### src/rtl/mem_seq_unit_if.sv
// Core-side request/response and data-memory byte port of the load/store sequencer.
// Latency: none; this file only groups signals.
// Backpressure: the core holds off while busy; there is no queueing of requests.
// Ports (slave = sequencer view):
//   in : start, is_store, size, base_addr, wdata, mem_rdata
//   out: busy, done, rdata, mem_addr, mem_wdata, mem_wen, mem_to_reg
interface mem_seq_unit_if #(
  parameter int W  = 8,
  parameter int AW = 8
);
  logic             start;
  logic             is_store;
  logic             size;
  logic [AW-1:0]    base_addr;
  logic [2*W-1:0]   wdata;
  logic             busy;
  logic             done;
  logic [2*W-1:0]   rdata;
  logic [AW-1:0]    mem_addr;
  logic [W-1:0]     mem_wdata;
  logic             mem_wen;
  logic             mem_to_reg;
  logic [W-1:0]     mem_rdata;

  modport slave (
    input  start, is_store, size, base_addr, wdata, mem_rdata,
    output busy, done, rdata, mem_addr, mem_wdata, mem_wen, mem_to_reg
  );

  modport master (
    output start, is_store, size, base_addr, wdata, mem_rdata,
    input  busy, done, rdata, mem_addr, mem_wdata, mem_wen, mem_to_reg
  );
endinterface

### src/rtl/mem_seq_unit.sv
// Byte/halfword load/store sequencer issuing one byte access per cycle to an 8-bit data memory.
// Latency: byte access done 2 cycles after start, halfword 3; back-to-back from FIN adds no idle cycle.
// Backpressure: busy high during LO/HI; start is only accepted in IDLE or FIN, otherwise dropped.
// Ports: clk, reset (async active-high) plain; request, result and memory byte port via bus (slave).
module mem_seq_unit #(
  parameter int W  = 8,
  parameter int AW = 8
) (
  input logic          clk,
  input logic          reset,
  mem_seq_unit_if.slave bus
);

  typedef enum logic [1:0] {IDLE, LO, HI, FIN} state_t;

  state_t          state_q, state_d;
  logic            st_q, st_d;
  logic            sz_q, sz_d;
  logic [AW-1:0]   base_q, base_d;
  logic [2*W-1:0]  wdata_q, wdata_d;
  logic [2*W-1:0]  rdata_q, rdata_d;
  logic [AW-1:0]   addr_q, addr_d;
  logic [W-1:0]    mwdata_q, mwdata_d;
  logic            wen_q, wen_d;
  logic            to_reg_q, to_reg_d;
  logic            done_q, done_d;
  logic            accept;

  // A new request can only be taken when no access is in flight.
  assign accept = bus.start && (state_q == IDLE || state_q == FIN);

  // Memory-side outputs are registered and computed from the next state,
  // so they are glitch-free and drop to 0 the moment reset asserts.
  always_comb begin
    state_d  = state_q;
    st_d     = st_q;
    sz_d     = sz_q;
    base_d   = base_q;
    wdata_d  = wdata_q;
    rdata_d  = rdata_q;
    addr_d   = addr_q;
    mwdata_d = mwdata_q;
    wen_d    = 1'b0;
    to_reg_d = 1'b0;
    done_d   = 1'b0;

    case (state_q)
      LO: begin
        if (!st_q) begin
          rdata_d[W-1:0] = bus.mem_rdata;
          // Byte loads zero-extend into the upper half.
          if (!sz_q) rdata_d[2*W-1:W] = '0;
        end
        if (sz_q) begin
          state_d  = HI;
          addr_d   = base_q + AW'(1);   // wraps modulo 2^AW
          wen_d    = st_q;
          to_reg_d = !st_q;
          if (st_q) mwdata_d = wdata_q[2*W-1:W];
        end else begin
          state_d = FIN;
          done_d  = 1'b1;
        end
      end
      HI: begin
        if (!st_q) rdata_d[2*W-1:W] = bus.mem_rdata;
        state_d = FIN;
        done_d  = 1'b1;
      end
      FIN:     state_d = IDLE;
      IDLE:    state_d = IDLE;
      default: state_d = IDLE;
    endcase

    // Acceptance overrides the FIN->IDLE fall-through for back-to-back requests.
    if (accept) begin
      state_d  = LO;
      st_d     = bus.is_store;
      sz_d     = bus.size;
      base_d   = bus.base_addr;
      wdata_d  = bus.wdata;
      addr_d   = bus.base_addr;
      wen_d    = bus.is_store;
      to_reg_d = !bus.is_store;
      if (bus.is_store) mwdata_d = bus.wdata[W-1:0];
    end
  end

  always_ff @(posedge clk or posedge reset) begin
    if (reset) begin
      state_q  <= IDLE;
      st_q     <= 1'b0;
      sz_q     <= 1'b0;
      base_q   <= '0;
      wdata_q  <= '0;
      rdata_q  <= '0;
      addr_q   <= '0;
      mwdata_q <= '0;
      wen_q    <= 1'b0;
      to_reg_q <= 1'b0;
      done_q   <= 1'b0;
    end else begin
      state_q  <= state_d;
      st_q     <= st_d;
      sz_q     <= sz_d;
      base_q   <= base_d;
      wdata_q  <= wdata_d;
      rdata_q  <= rdata_d;
      addr_q   <= addr_d;
      mwdata_q <= mwdata_d;
      wen_q    <= wen_d;
      to_reg_q <= to_reg_d;
      done_q   <= done_d;
    end
  end

  assign bus.busy       = (state_q == LO) || (state_q == HI);
  assign bus.done       = done_q;
  assign bus.rdata      = rdata_q;
  assign bus.mem_addr   = addr_q;
  assign bus.mem_wdata  = mwdata_q;
  assign bus.mem_wen    = wen_q;
  assign bus.mem_to_reg = to_reg_q;

endmodule

### src/flat_wrapper.sv
// flat-port wrapper written by rule: the top's interface ports become plain ports
module mem_seq_unit_flat 
#(
  parameter int W  = 8,
  parameter int AW = 8
)
  (clk, reset, bus_start, bus_is_store, bus_size, bus_base_addr, bus_wdata, bus_mem_rdata, bus_busy, bus_done, bus_rdata, bus_mem_addr, bus_mem_wdata, bus_mem_wen, bus_mem_to_reg);
  mem_seq_unit_if #(.W(W), .AW(AW)) bus_i ();
  input logic clk;
  input logic reset;
  input wire logic [$bits(bus_i.start)-1:0] bus_start;
  input wire logic [$bits(bus_i.is_store)-1:0] bus_is_store;
  input wire logic [$bits(bus_i.size)-1:0] bus_size;
  input wire logic [$bits(bus_i.base_addr)-1:0] bus_base_addr;
  input wire logic [$bits(bus_i.wdata)-1:0] bus_wdata;
  input wire logic [$bits(bus_i.mem_rdata)-1:0] bus_mem_rdata;
  output wire logic [$bits(bus_i.busy)-1:0] bus_busy;
  output wire logic [$bits(bus_i.done)-1:0] bus_done;
  output wire logic [$bits(bus_i.rdata)-1:0] bus_rdata;
  output wire logic [$bits(bus_i.mem_addr)-1:0] bus_mem_addr;
  output wire logic [$bits(bus_i.mem_wdata)-1:0] bus_mem_wdata;
  output wire logic [$bits(bus_i.mem_wen)-1:0] bus_mem_wen;
  output wire logic [$bits(bus_i.mem_to_reg)-1:0] bus_mem_to_reg;
  assign bus_i.start = bus_start;
  assign bus_i.is_store = bus_is_store;
  assign bus_i.size = bus_size;
  assign bus_i.base_addr = bus_base_addr;
  assign bus_i.wdata = bus_wdata;
  assign bus_i.mem_rdata = bus_mem_rdata;
  assign bus_busy = bus_i.busy;
  assign bus_done = bus_i.done;
  assign bus_rdata = bus_i.rdata;
  assign bus_mem_addr = bus_i.mem_addr;
  assign bus_mem_wdata = bus_i.mem_wdata;
  assign bus_mem_wen = bus_i.mem_wen;
  assign bus_mem_to_reg = bus_i.mem_to_reg;
  mem_seq_unit #(.W(W), .AW(AW)) u_core (.clk(clk), .reset(reset), .bus(bus_i));
endmodule
### config.mk
export PLATFORM = sky130hd
export DESIGN_NAME = mem_seq_unit_flat
export DESIGN_NICKNAME = d
export VERILOG_FILES = /design/src/rtl/mem_seq_unit_if.sv /design/src/rtl/mem_seq_unit.sv /design/src/flat_wrapper.sv
export SDC_FILE = /design/constraint.sdc
export NUM_CORES = 1
export LEC_CHECK = 0
export CORE_MARGIN = 8
export CORE_UTILIZATION = 45
export DETAILED_ROUTE_END_ITERATION = 6
export PLACE_DENSITY_LB_ADDON = 0.05
export SLEW_MARGIN = 5
export SYNTH_ARGS = -nofsm -noshare
export SYNTH_HDL_FRONTEND = slang
export SYNTH_SLANG_ARGS = --single-unit
### constraint.sdc
create_clock -name clk -period 3.3 [get_ports clk]
set_input_delay 0.495 -clock clk [delete_from_list [all_inputs] [get_ports clk]]
set_output_delay 0.495 -clock clk [all_outputs]
set_load 0.02 [all_outputs]
==> impl_metrics.py, run 1 <==
metrics = {
    "synth": {
        "synth_edf_count": 0,
        "synthDistinctLibCells": 34,
        "synth-simple-area-share": 0.2167,
        "ys_ff_latch": 55,
        "ys_seq_area_frac": 0.5744,
        "synth_flop_cell": "dfrtp_1",
        "synth-compound-area-share": 0.09713,
        "synthAdderAreaFrac": 0.02089,
        "avgSynthCellArea_um2": 9.471,
        "post-synth-top-area-fraction": 0.5744,
        "synth_area_leader_cell": "dfrtp_1",
        "ys_warn_count": 0,
        "mappedNetlistNets": 294,
        "synth_xor_area_frac": 0.01462,
        "synth_area_leaders": "dfrtp_1 57%, nand2_1 17%, mux2i_1 3.8%",
        "synthArstFlopShare": 1.000,
        "synth_top_family_by_area": "simple AND/OR/NAND/NOR gates",
        "syn_area_mm2": 0.002396,
        "synth_cells": 253,
        "synthMuxAreaShare": 0.03760,
    },
    "outcome": {
        "status": "complete, no violations",
    },
    "setup_path": {
        "r2r_setup_slack_ps": 1320,
        "path_buf_inv": 3,
        "cp_common_cell": "inv_1",
        "path_cells": "inv_1 > ha_1 > inv_1 > clkdlybuf4s50_1",
        "worstSetupStartpointType": "flop",
        "crit_path_end_kind": "output pin",
        "crit_type": "reg -> out",
        "cpMaxStageDelayCell": "clkdlybuf4s50_1",
        "max_stage_delay_ps": 600,
        "cp_max_fo": 5,
        "rr_startpoint": "u_core.state_q[0]$_DFF_PP0_",
        "cp.arrival_ps": 1790,
        "reg2reg_depth": 5,
        "r2r-end": "u_core.bus.mem_addr[4]$_DFFE_PP0P_",
        "crit_family": "buffers and inverters",
        "required_ps": 2800,
    },
    "floorplan": {
        "row_count": 26,
        "die_area_mm2": 0.007916,
        "core_area_mm2": 0.005140,
        "ios": 73,
        "start_util": 0.4662,
        "die_y_um": 88.97,
        "die_x_um": 88.97,
    },
    "power_and_ir_drop": {
        "leakage_uw": 0.001568,
        "power_frac_clock": 0.142,
        "internal_power_uw": 1926,
        "switching_power_uw": 1293,
        "p_sw_frac": 0.4017,
        "p_seq_frac": 0.371,
        "ir_drop_mv": 0.4334,
        "p_comb_frac": 0.487,
        "power_density_mw_per_mm2": 984.3,
    },
    "final_layout": {
        "mostFrequentLayoutCells": "106 x nand2_1, 72 x clkdlybuf4s50_1, 55 x dfrtp_1",
        "syn2layout_area_growth_pct": 36.50,
        "mostFrequentLayoutCell": "nand2_1",
        "nets": 363,
        "insertedDiodeCount": 0,
        "post-route-util": 0.6363,
        "largest_register_ffs": 16,
        "fin_area_mm2": 0.003271,
        "drive_gt1_frac": 0.05882,
    },
    "timing": {
        "relSlewSlack": 0.4934,
        "period_share": 0.6913,
        "hold_viol": 0,
        "fmax_mhz": 438.4,
        "timing_worst_slew_pin_value_ps": 758.0,
        "setup_viol": 0,
        "holdWs_ps": 479.5,
        "rsz0062_at_grt": "no",
        "min_period_ps": 2281,
        "finClkSkew_ps": 8.012,
        "finalMaxSlewViolations": 0,
        "finalSetupTns_ps": 0,
    },
    "cts": {
        "cts_resized": 0,
        "cts_buffers": 5,
        "cts_setup_buffers": 0,
        "cts_hold_buffers": 0,
        "ctsLongestPathBuffers": 2,
        "clock_latency_ps": 300,
        "cts_htree_levels": 2,
        "clkSinkCount": 55,
        "cts_root_buffer": "clkbuf_8",
        "cts.reportedPaths.clkPinSlew_ps": 90,
        "cts_tree": "yes",
    },
    "routing": {
        "final_antenna_net_count": 0,
        "vias_per_cell": 4.814,
        "avgRoutedWirePerCell_um": 14.09,
        "wirelength_um": 5539,
        "first_pass_iters": 4,
        "num_vias": 1892,
        "drc": 0,
        "drt_first_iter_violations": 78,
    },
    "hold_path": {
        "worstHoldPathCells": 2,
        "min_to": "u_core.wdata_q[15]$_DFFE_PP0P_",
        "hp-start": "u_core.wdata_q[15]$_DFFE_PP0P_",
        "hp-class": "reg -> reg",
    },
    "grt": {
        "antenna_found_initial": 0,
        "grt_max_degree": 24,
        "grt_usage": 0.1485,
        "grt_overflow": 0,
        "grt_pass1_wl_um": 9135,
        "grt_pass1_vias": 1908,
    },
    "placed_design": {
        "place_area_mm2": 0.003153,
        "gp_congestion": 0.8208,
        "portBuffers": 72,
        "dp_hpwl_um": 4148,
    },
    "run": {
        "cap_violations": 0,
    },
}
-- power by group through the flow --
stage               Sequential [µW]  Combinational [µW]  Clock (µW)
floorplan                      1400                 783           0
global placement               1210                1560           0
detailed placement             1210                1590           0
CTS                            1200                1600         474
global route                   1240                1750         498
finish                         1190                1570         459
-- final cells by class --
type,count,area [µm²]
repair buffers,75,743.2
multi-input cells,180,927.1
inverters,5,18.77
well taps,70,87.58
clock inverters,2,35.03
flip-flops and latches,55,1376
fillers,461,1869
clock buffers,6,82.58
-- per-stage QoR --
| stage | setup WS [ps] | total power [µW] | std cells |
|---|---|---|---|
| after global placement | 1282 | 2763 | 385 |
| after CTS | 981.2 | 3266 | 393 |
| after floorplan | 1462 | 2183 | 253 |
| after global routing | 910.6 | 3486 | 393 |
| final | 1019 | 3219 | 393 |
| after detailed placement | 1197 | 2800 | 385 |
-- worst max-delay path by stage --
| stage | cells after the start | from | endpoint | slack (ps) |
|---|---|---|---|---|
| 2_1_floorplan | 1 | reset | u_core.base_q[0]$_DFFE_PP0P_ | 1460 |
| 3_3_place_gp | 4 | bus_start | u_core.bus.mem_addr[4]$_DFFE_PP0P_ | 1280 |
| 3_5_place_dp | 4 | bus_start | u_core.bus.mem_addr[4]$_DFFE_PP0P_ | 1200 |
| 4_1_cts | 4 | u_core.state_q[0]$_DFF_PP0_ | bus_busy | 980 |
| 5_1_grt | 4 | u_core.state_q[0]$_DFF_PP0_ | bus_busy | 910 |
| 6_report | 4 | u_core.state_q[0]$_DFF_PP0_ | bus_busy | 1020 |
-- metal layers --
layer | vias up | track usage | routed length (µm)
li1 | 955 | - | -
met1 | 877 | 0.1821 | 2442
met2 | 53 | 0.2466 | 2633
met3 | 7 | 0.04412 | 385
met4 | 0 | 0.04230 | 77
met5 | - | 0 | 0
-- kinds of logic after synthesis --
logic type / Yosys count
buffers and inverters: 18
muxes: 9
xor gates and xnor gates: 4
DFF: 55
and+or+nand+nor: 123
AOI/OAI and AO/OA: 40
adders and majority gates: 4
-- cells in the mapped netlist, types with 3 or more instances --
cell	count
nand2_1	106
dfrtp_1	55
o21ai_1	16
mux2i_1	9
o21ai_0	8
a21oi_1	5
inv_1	5
buf_2	4
clkbuf_1	4
ha_1	4
and2_1	3
nand2b_1	3
nor2_1	3
xor2_1	3
-- worst min-delay path: stages (launching register included) --
cell,delay (ps)
dfrtp_1,350
nand2_1,50
nand2_1,50
Note: power is estimated with default switching activity, not from simulation.
==> run 2: changes to the inputs <==
--- a/config.mk
+++ b/config.mk
@@ -6,7 +6,7 @@
 export NUM_CORES = 1
 export LEC_CHECK = 0
 export CORE_MARGIN = 8
-export CORE_UTILIZATION = 45
+export CORE_UTILIZATION = 42
 export DETAILED_ROUTE_END_ITERATION = 6
 export PLACE_DENSITY_LB_ADDON = 0.05
 export SLEW_MARGIN = 5
==> constraint.sdc (replaced) <==
create_clock -name clk -period 1.9 [get_ports clk]
set_input_delay 0.285 -clock clk [delete_from_list [all_inputs] [get_ports clk]]
set_output_delay 0.285 -clock clk [all_outputs]
set_load 0.02 [all_outputs]
==> impl_metrics.py, run 2 (synthesis results as in run 1) <==
metrics = {
    "cts": {
        "ctsLongestPathBuffers": 2,
        "cts_tree": "yes",
        "cts_resized": 1,
        "cts_htree_levels": 2,
        "cts_root_buffer": "clkbuf_8",
        "cts_buffers": 5,
        "cts_hold_buffers": 0,
        "cts_setup_buffers": 0,
        "clkSinkCount": 55,
        "cts.reportedPaths.clkPinSlew_ps": 100,
        "clock_latency_ps": 300,
    },
    "final_layout": {
        "drive_gt1_frac": 0.07317,
        "final_cells": 400,
        "mostFrequentLayoutCells": "106 x nand2_1, 71 x clkdlybuf4s50_1, 55 x dfrtp_1",
        "nets": 368,
        "insertedDiodeCount": 0,
        "syn2layout_area_growth_pct": 38.69,
        "largest_register_ffs": 16,
        "mostFrequentLayoutCell": "nand2_1",
    },
    "grt": {
        "grt_max_degree": 56,
        "met2_usage": 0.2281,
        "grt_pass1_wl_um": 9639,
        "top_usage_layer": "met2",
        "use_met1": 0.1718,
        "grt_usage": 0.1411,
        "grt_pass1_vias": 2013,
        "grt_overflow": 0,
        "use_met3": 0.04609,
        "antenna_found_initial": 0,
    },
    "timing": {
        "relSlewSlack": 0.6648,
        "setup_viol": 0,
        "finClkSkew_ps": 11.23,
        "hold_viol": 0,
        "finalSetupTns_ps": 0,
        "fmax_mhz": 553.3,
        "finalMaxSlewViolations": 0,
        "min_period_ps": 1807,
        "period_share": 0.9513,
        "timing_worst_slew_pin_value_ps": 501.7,
        "rsz0062_at_grt": "no",
    },
    "routing": {
        "avgRoutedWirePerCell_um": 14.17,
        "final_antenna_net_count": 0,
        "vias_per_cell": 4.708,
        "drt_first_iter_violations": 46,
        "wirelength_um": 5668,
        "first_pass_iters": 4,
        "num_vias": 1883,
        "drc": 0,
    },
    "power_and_ir_drop": {
        "design_power_total_uw": 5680,
        "power_density_mw_per_mm2": 1709,
        "leakage_uw": 0.001598,
        "ir_drop_mv": 0.9577,
    },
    "floorplan": {
        "die_area_mm2": 0.008378,
        "row_count": 27,
        "die_y_um": 91.53,
        "start_util": 0.4351,
        "core_area_mm2": 0.005507,
        "die_x_um": 91.53,
        "ios": 73,
    },
    "setup_path": {
        "r2r-end": "u_core.bus.mem_addr[7]$_DFFE_PP0P_",
        "r2r_setup_slack_ps": 290,
        "cp.arrival_ps": 1520,
        "worstSetupStartpointType": "flop",
        "crit_type": "reg -> out",
        "required_ps": 1620,
        "cp_max_fo": 5,
        "reg2reg_depth": 6,
        "crit_path_end_kind": "output pin",
        "rr_startpoint": "u_core.state_q[0]$_DFF_PP0_",
    },
    "hold_path": {
        "hp-class": "in -> async",
    },
    "placed_design": {
        "portBuffers": 72,
        "dp_hpwl_um": 4184,
        "dp.cells": 392,
        "gp_congestion": 0.7755,
    },
    "outcome": {
        "status": "complete, no violations",
    },
    "run": {
        "cap_violations": 0,
    },
}
## run 2: critical path, cell delays in order (launching register included)
cell             delay [ps]
dfrtp_1                 400
inv_1                    60
ha_1                    350
inv_1                   110
clkdlybuf4s15_1         310
## run 2: layout make-up
class | count | area (µm²)
Fill cell | 498 | 2183
Clock inverter | 2 | 35.03
Inverter | 5 | 18.77
Clock buffer | 6 | 82.58
Timing Repair Buffer | 80 | 793.3
Sequential cell | 55 | 1376
Tap cell | 72 | 90.09
Multi-Input combinational cell | 180 | 927.1
## run 2: worst max-delay path by stage
stage                                     start                           end  slack, ps  cells after the start
floorplan                                 reset  u_core.base_q[0]$_DFFE_PP0P_        270                      1
global placement    u_core.state_q[0]$_DFF_PP0_                      bus_busy        170                      4
detailed placement  u_core.state_q[0]$_DFF_PP0_                      bus_busy        120                      4
CTS                 u_core.state_q[0]$_DFF_PP0_                      bus_busy         50                      4
global route        u_core.state_q[0]$_DFF_PP0_                      bus_busy          6                      4
finish              u_core.state_q[0]$_DFF_PP0_                      bus_busy         90                      4
## run 2: layer usage
layer	vias to the layer above	routed length, µm
met5	-	0
met4	0	73
met3	5	397
met2	48	2592
met1	867	2604
li1	963	-
## run 2: where the power goes
part	switching, µW	internal [µW]	leakage, µW
combinational	1550	1260	0.000847
sequential	351	1720	0.000690
clock	368	427	0.0000612
total	2270	3410	0.00160
## run 2: metrics by stage
step	setup slack, ps	instance area (µm²)	util	hold slack [ps]
floorplan	272.1	2396	-	390.4
global placement	171.8	3206	0.5821	457.9
detailed placement	123.7	3206	0.5821	462.1
CTS	49.95	3322	0.6033	356.6
global route	5.772	3323	0.6035	392.5
finish	92.52	3323	0.6035	347.1
==> run 3: changes to the inputs <==
--- a/config.mk
+++ b/config.mk
@@ -5,8 +5,10 @@
 export SDC_FILE = /design/constraint.sdc
 export NUM_CORES = 1
 export LEC_CHECK = 0
+export CORE_ASPECT_RATIO = 1.75
 export CORE_MARGIN = 8
-export CORE_UTILIZATION = 42
+export CORE_UTILIZATION = 44
+export CTS_BUF_LIST = sky130_fd_sc_hd__clkbuf_2
 export DETAILED_ROUTE_END_ITERATION = 6
 export PLACE_DENSITY_LB_ADDON = 0.05
 export SLEW_MARGIN = 5
==> impl_metrics.py, run 3 (synthesis results as in run 1) <==
metrics = {
    "timing": {
        "timing_worst_slew_pin_value_ps": 619.8,
        "setup_viol": 0,
        "holdWs_ps": 38.53,
        "period_share": 0.9494,
        "finClkSkew_ps": 33.97,
        "fmax_mhz": 554.4,
        "hold_viol": 0,
        "finalMaxSlewViolations": 0,
        "rsz0062_at_grt": "no",
        "relSlewSlack": 0.5859,
        "post-route-worst-setup-slack_ps": 96.18,
        "min_period_ps": 1804,
        "finalSetupTns_ps": 0,
    },
    "placed_design": {
        "gp_congestion": 0.7627,
        "place_area_mm2": 0.003197,
        "portBuffers": 72,
        "place_ws_ps": 177.9,
        "dp_hpwl_um": 4383,
    },
    "routing": {
        "final_antenna_net_count": 0,
        "drt_first_iter_violations": 48,
        "wirelength_um": 5748,
        "first_pass_iters": 4,
        "avgRoutedWirePerCell_um": 14.89,
        "num_vias": 1936,
        "drc": 0,
        "vias_per_cell": 5.016,
    },
    "grt": {
        "met2_usage": 0.2592,
        "grt_usage": 0.1468,
        "grt_pass1_wl_um": 9411,
        "grt_pass1_vias": 2006,
        "use_met3": 0.04042,
        "grt_overflow": 0,
        "antenna_found_initial": 0,
        "use_met1": 0.1589,
        "top_usage_layer": "met2",
        "grt_max_degree": 21,
    },
    "cts": {
        "cts_htree_levels": 2,
        "cts_hold_buffers": 0,
        "clkSinkCount": 55,
        "cts_root_buffer": "clkbuf_2",
        "cts_tree": "yes",
        "clock_latency_ps": 470,
        "cts.reportedPaths.clkPinSlew_ps": 310,
        "cts_buffers": 5,
        "ctsLongestPathBuffers": 2,
    },
    "floorplan": {
        "die_y_um": 113.6,
        "core_area_mm2": 0.005255,
        "die_area_mm2": 0.008156,
        "row_count": 35,
        "die_x_um": 71.79,
        "start_util": 0.4560,
        "ios": 73,
    },
    "setup_path": {
        "path_cells": "clkdlybuf4s50_1",
        "required_ps": 1620,
        "path_buf_inv": 1,
        "max_stage_delay_ps": 620,
        "crit_type": "reg -> out",
        "cp.arrival_ps": 1520,
        "worstSetupStartpointType": "flop",
        "crit_family": "buffers and inverters",
        "cp_max_fo": 2,
        "cpMaxStageDelayCell": "clkdlybuf4s50_1",
        "crit_path_end_kind": "output pin",
    },
    "hold_path": {
        "hp-class": "in -> async",
    },
    "power_and_ir_drop": {
        "ir_drop_mv": 0.7474,
        "power_density_mw_per_mm2": 1644,
        "design_power_total_uw": 5368,
        "leakage_uw": 0.001581,
    },
    "final_layout": {
        "mostFrequentLayoutCells": "106 x nand2_1, 71 x clkdlybuf4s50_1, 55 x dfrtp_1",
        "drive_gt1_frac": 0.08761,
        "fin_area_mm2": 0.003264,
        "nets": 371,
        "mostFrequentLayoutCell": "nand2_1",
        "largest_register_ffs": 16,
        "insertedDiodeCount": 0,
        "syn2layout_area_growth_pct": 36.24,
    },
    "outcome": {
        "status": "complete, no violations",
    },
    "run": {
        "cap_violations": 0,
    },
}
## run 3: worst paths after layout
kind | from | to | slack [ps] | cells past startpoint
setup / recovery | u_core.bus.mem_wdata[7]$_DFF_PP0_ | bus_mem_wdata[7] | 100 | 1
hold / removal | reset | u_core.bus.rdata[14]$_DFFE_PP0P_ | 40 | 2
setup reg to reg | u_core.state_q[0]$_DFF_PP0_ | u_core.bus.mem_wdata[1]$_DFF_PP0_ | 140 | 7
hold reg to reg | u_core.wdata_q[15]$_DFFE_PP0P_ | u_core.wdata_q[15]$_DFFE_PP0P_ | 510 | 2
max in group asynchronous | reset | u_core.bus.mem_wdata[6]$_DFF_PP0_ | 1230 | 4
min in group clk | bus_wdata[10] | u_core.wdata_q[10]$_DFFE_PP0P_ | 290 | 3
## run 3: layer usage
metal  vias to the layer above  share of wire
met5                         -              0
met4                         0          0.019
met3                         8          0.056
met2                        53           0.51
met1                       906           0.41
li1                        969              -
## run 3: cell type report
cell class	instances	area, µm²
multi-input cells	180	928.4
clock inverters	3	23.77
well taps	55	68.82
flip-flops and latches	55	1376
repair buffers	83	823.3
clock buffers	5	25.02
fillers	454	1991
inverters	5	18.77
## run 3: through the flow
stage,std cells,util
5_1_grt,386,0.6212
6_report,386,0.6212
2_1_floorplan,253,-
4_1_cts,384,0.6193
3_3_place_gp,375,0.6083
3_5_place_dp,375,0.6083
## run 3: timing repair
item	in CTS	in global routing
gates cloned	0	0
setup buffers	1	2
resized for setup	3	2
endpoints found under the setup margin	1	1
## run 3: power breakdown
part           switching [µW]  internal [µW]  total, µW
clock                     396           94.3        490
sequential                339           1710       2050
combinational            1560           1270       2820
total                    2290           3080       5370
